File: src/rtl/data_cache.sv
// Direct-mapped, write-through, no-write-allocate data cache with one word per line.
// Hit/miss counters saturate; flush invalidates every line when the cache is idle.
module data_cache #(
    parameter int unsigned SETS       = 8,
    parameter int unsigned ADDR_WIDTH = 32,
    parameter int unsigned DATA_WIDTH = 32
) (
    input  logic                  clk,
    input  logic                  rst,
    input  logic                  cpu_req,
    input  logic                  cpu_we,
    input  logic [ADDR_WIDTH-1:0] cpu_addr,
    input  logic [DATA_WIDTH-1:0] cpu_wdata,
    output logic [DATA_WIDTH-1:0] cpu_rdata,
    output logic                  stall,
    input  logic                  flush,
    output logic                  mem_req,
    output logic                  mem_we,
    output logic [ADDR_WIDTH-1:0] mem_addr,
    output logic [DATA_WIDTH-1:0] mem_wdata,
    input  logic [DATA_WIDTH-1:0] mem_rdata,
    input  logic                  mem_ack,
    output logic [31:0]           hit_count,
    output logic [31:0]           miss_count
);

    localparam int unsigned IDX_W = $clog2(SETS);
    localparam int unsigned TAG_W = ADDR_WIDTH - IDX_W - 2;
    localparam int unsigned CNT_W = 32;

    typedef enum logic [1:0] {
        IDLE  = 2'd0,
        FILL  = 2'd1,
        WRITE = 2'd2
    } state_t;

    state_t                state;
    logic [SETS-1:0]       valid;
    logic [TAG_W-1:0]      tags  [SETS];
    logic [DATA_WIDTH-1:0] datas [SETS];

    logic [IDX_W-1:0] idx;
    logic [TAG_W-1:0] tag;
    logic             hit;
    logic             hit_inc;
    logic             miss_inc;
    logic             unused_addr_lsb;

    assign idx             = cpu_addr[IDX_W+1:2];
    assign tag             = cpu_addr[ADDR_WIDTH-1:IDX_W+2];
    assign hit             = valid[idx] && (tags[idx] == tag);
    assign unused_addr_lsb = ^cpu_addr[1:0];

    assign mem_addr  = cpu_addr;
    assign mem_wdata = cpu_wdata;

    // Completion events: each retired access bumps exactly one counter.
    assign hit_inc  = ((state == IDLE) && cpu_req && !flush && !cpu_we && hit) ||
                      ((state == WRITE) && mem_ack && hit);
    assign miss_inc = ((state == FILL) && mem_ack) ||
                      ((state == WRITE) && mem_ack && !hit);

    // CPU/memory handshake decoded from state; ack-cycle read data is forwarded.
    always_comb begin
        stall     = 1'b0;
        mem_req   = 1'b0;
        mem_we    = 1'b0;
        cpu_rdata = datas[idx];
        unique case (state)
            IDLE: begin
                stall = cpu_req && (flush || cpu_we || !hit);
            end
            FILL: begin
                mem_req = 1'b1;
                stall   = !mem_ack;
                if (mem_ack) begin
                    cpu_rdata = mem_rdata;
                end
            end
            WRITE: begin
                mem_req = 1'b1;
                mem_we  = 1'b1;
                stall   = !mem_ack;
            end
            default: begin
                stall = 1'b0;
            end
        endcase
    end

    always_ff @(posedge clk or posedge rst) begin
        if (rst) begin
            state      <= IDLE;
            valid      <= '0;
            hit_count  <= '0;
            miss_count <= '0;
        end else begin
            unique case (state)
                IDLE: begin
                    if (flush) begin
                        valid <= '0;
                    end else if (cpu_req) begin
                        if (cpu_we) begin
                            state <= WRITE;
                        end else if (!hit) begin
                            state <= FILL;
                        end
                    end
                end
                FILL: begin
                    if (mem_ack) begin
                        valid[idx] <= 1'b1;
                        state      <= IDLE;
                    end
                end
                WRITE: begin
                    if (mem_ack) begin
                        state <= IDLE;
                    end
                end
                default: begin
                    state <= IDLE;
                end
            endcase
            if (hit_inc && (hit_count != '1)) begin
                hit_count <= hit_count + CNT_W'(1);
            end
            if (miss_inc && (miss_count != '1)) begin
                miss_count <= miss_count + CNT_W'(1);
            end
        end
    end

    // Tag/data arrays carry no reset; writes only happen on an ack outside IDLE.
    always_ff @(posedge clk) begin
        if ((state == FILL) && mem_ack) begin
            tags[idx]  <= tag;
            datas[idx] <= mem_rdata;
        end else if ((state == WRITE) && mem_ack && hit) begin
            datas[idx] <= cpu_wdata;
        end
    end

endmodule

File: config.mk
export PLATFORM = sky130hd
export DESIGN_NAME = data_cache
export DESIGN_NICKNAME = d
export VERILOG_FILES = /design/src/rtl/data_cache.sv
export SDC_FILE = /design/constraint.sdc
export NUM_CORES = 1
export LEC_CHECK = 0
export ABC_AREA = 1
export CAP_MARGIN = 20
export CELL_PAD_IN_SITES_DETAIL_PLACEMENT = 0
export CELL_PAD_IN_SITES_GLOBAL_PLACEMENT = 1
export CORE_MARGIN = 2
export CORE_UTILIZATION = 41
export DETAILED_ROUTE_END_ITERATION = 10
export HOLD_SLACK_MARGIN = 0.12
export PLACE_DENSITY = 0.85
export SLEW_MARGIN = 20
export SYNTH_ARGS = -nofsm -noshare
export SYNTH_HDL_FRONTEND = slang
export SYNTH_SLANG_ARGS = --single-unit
File: constraint.sdc
create_clock -name clk -period 4.2 [get_ports clk]
set_input_delay 1.26 -clock clk [delete_from_list [all_inputs] [get_ports clk]]
set_output_delay 1.26 -clock clk [all_outputs]
set_load 0.05 [all_outputs]
==> impl_metrics.env <==
export IMPL_avgRoutedWirePerCell_um=19.5
export IMPL_hpwl_mm=43.3
export IMPL_cpPeakStageDelay_ns=0.23
export IMPL_yosysWarnings=0
export IMPL_slew_viol_final=0
export IMPL_synth_common_cells="622 x nand2_1, 472 x edfxtp_1, 273 x inv_1"
export IMPL_synth_nets=2447
export IMPL_via_count=18238
export IMPL_multi_input_area_um2=7590
export IMPL_r2r_end="datas[4][31]"
export IMPL_cp_data_arrival_time_ns=3.29
export IMPL_synth_largest_area_cell="edfxtp_1"
export IMPL_synthTopCellsByArea="edfxtp_1 57%, nand2_1 9.5%, dfrtp_1 7.5%"
export IMPL_die_x_um=249
export IMPL_grt_pass1_wl_mm=105
export IMPL_grt_pass1_vias=18188
export IMPL_nNetsFinal=2821
export IMPL_drtAntennaViolNets=0
export IMPL_ir_worst_vdd_mv=0.349
export IMPL_fin_crit_sh_pct=108
export IMPL_grt_overflow=0
export IMPL_cts_made_buffers=55
export IMPL_hold_viol=0
export IMPL_crit_path_end="stall"
export IMPL_async_reset_ff_share_pct=13.6
export IMPL_hold_path_class="flop to flop"
export IMPL_worstRegToRegCells=18
export IMPL_crit_start="cpu_addr[2]"
export IMPL_postSynthCellCount=2339
export IMPL_antenna_found_initial=1
export IMPL_cp_slowest_cell="o211ai_1"
export IMPL_rows=89
export IMPL_die_y_um=249
export IMPL_synth_most_common_cell="nand2_1"
export IMPL_fin_tns_setup_ns=-4.19
export IMPL_cts_tree="done"
export IMPL_ys_seq_area_share_pct=65.0
export IMPL_viasPerCell=5.17
export IMPL_design_core_area_um2=59200
export IMPL_cts_path_max_buffers=3
export IMPL_rsz0062_at_grt="true"
export IMPL_die_area_um2=62200
export IMPL_drive_gt1_share_pct=21.6
export IMPL_routabilityCongestion=0.915
export IMPL_stdcell_area_um2=33100
export IMPL_drt_wl_total_mm=68.8
export IMPL_synth_distinct_cells=42
export IMPL_run_status="finished with violations"
export IMPL_failed_checks="setup timing"
export IMPL_cp_max_fo=21
export IMPL_synth_area_um2=24700
export IMPL_start_util_pct=41.6
export IMPL_crit_path_end_kind="output pin"
export IMPL_cts_sinks=546
export IMPL_p_per_area_nw_per_um2=418
export IMPL_synth_edff_count=472
export IMPL_fin_skew_ns=0.0125
export IMPL_portBuffers=260
export IMPL_final_core_util_pct=55.8
export IMPL_fillerInstances=4898
export IMPL_cp_start_kind="primary input"
export IMPL_cts_htree_levels=2
export IMPL_globalRouteTotalUtil_pct=21.6
export IMPL_grt_start_max_net_pins=40
export IMPL_relSlewSlack_pct=42.0
export IMPL_drc_errors=0
export IMPL_io_pins=265
export IMPL_place_ws_ns=-1.04
export IMPL_clock_latency_ns=0.61
export IMPL_placed_cell_area_um2=29700
export IMPL_ys_flop_type="edfxtp_1"
export IMPL_syn_mean_instance_area_um2=10.5
export IMPL_fmax_mhz=220
export IMPL_worst_setup_path_type="primary input to output pin"
export IMPL_drt_pass1_iter_count=5
export IMPL_maxCapViolCount=0
export IMPL_netlist_area_leader_share_pct=57.5
export IMPL_power_leakage_nw=13.2
export IMPL_drt_iter0_drc=1462
export IMPL_path_cells="buf_16, buf_12, buf_12, o211ai_1, buf_4, nand4_1, nand2_1, nand2_1, nor2_2, nand3_2, nor2_4, nand3_4, o21bai_4, a21oi_4, buf_8"
export IMPL_fin_crit_ns=4.55
export IMPL_fin_ws_ns=-0.355
export IMPL_syn2layout_area_growth_pct=34.0
export IMPL_root_buffer="clkbuf_16"
export IMPL_path_clk_slew_ns=0.06
export IMPL_required_ns=2.94
export IMPL_ctsHoldBuffers=0
export IMPL_reg2reg_slack_ns=1.26
export IMPL_r2r_start="tags[4][0]"
export IMPL_tightestPinTransition_ns=0.864
export IMPL_synth_ff_latch_count=546
export IMPL_ff_latch_area_um2=16000
export IMPL_setup_viol=33
cells in the final DEF (no fill, tap or decap), types with 8 or more instances in the layout:
master             n
a21oi_1           19
buf_4            148
a221oi_1          13
buf_12           103
o21ai_2            8
inv_1            247
buf_6             21
dfrtp_1           74
nand2_1          569
a22oi_1           31
a21oi_2            9
o21ai_0           49
xor2_1            39
nor4_1            15
nand2_2           41
nor2_4            24
nand3_2           22
nor3_1            27
clkinv_1          12
clkbuf_16         59
edfxtp_1         472
a22o_1            15
xnor2_1           17
nor2_1           134
nor2_2            27
clkbuf_1          12
nand2_4           14
nand4_1           42
nand3_1          102
clkdlybuf4s50_1  176
o21ai_1           58
a221oi_2          20
inv_2             30
state kept, by name, summed over array words and instances (netlist names):
register / flops
datas: 256
hit_count: 32
miss_count: 32
state: 2
tags: 216
valid: 8
worst min path at each step:
stage / from / to / cells past startpoint
after detailed placement: valid[2] / valid[2] / 2
after global placement: valid[2] / valid[2] / 2
after global routing: hit_count[13] / hit_count[13] / 1
final: valid[0] / valid[0] / 2
after floorplan: valid[0] / valid[0] / 2
after CTS: valid[2] / valid[2] / 2
area by class of cell:
class | instances | share of cell area (%)
sequential | 546 | 48.5
multi-input combinational | 1363 | 23.0
timing repair buffer | 467 | 16.9
clock buffer | 68 | 4.34
inverter | 280 | 3.27
tap | 773 | 2.93
clock inverter | 33 | 1.07
antenna | 1 | 0.00757
where the power goes:
group	switching [mW]	internal [mW]	leakage (nW)	total, mW
sequential	0.0802	6.06	5.21	6.14
combinational	1.70	1.10	7.16	2.80
clock	2.07	2.80	0.862	4.87
timing repair:
| item | in CTS | in global routing |
|---|---|---|
| buffers inserted | 17 | 16 |
| setup endpoints to repair | 49 | 33 |
| cloned | 9 | 4 |
| pin swaps | 38 | 82 |
| endpoints found under the hold margin | 0 | 0 |
| gates resized for setup | 128 | 187 |
metrics by stage:
stage	total power, mW	instances	hold slack [ns]
floorplan	7.68	2339	0.457
global placement	8.80	3391	0.471
global route	14.3	3531	0.545
detailed placement	8.83	3391	0.484
finish	13.8	3531	0.492
CTS	13.8	3518	0.501
worst max-delay path, delay by kind of cell:
family          cells  cell delay [ns]
compound gates      3             0.45
buf+inv             5             0.75
simple gates        7             0.81
cells by family after synthesis:
| kind of cell | after synthesis | share of synthesized area (%) |
|---|---|---|
| and+or+nand+nor | 1046 | 17.9 |
| DFF | 546 | 65.0 |
| buffers and inverters | 430 | 8.25 |
| AOI/OAI and AO/OA | 255 | 6.61 |
| xor gates and xnor gates | 56 | 1.99 |
| adders and majority gates | 6 | 0.304 |
routing by layer:
layer  track usage (%)  share of wire [%]
met3              3.61                7.2
met5                 0                  0
met4              5.80                2.0
met1              28.6                 41
met2              36.9                 50
(Power assumes the default switching activity.)
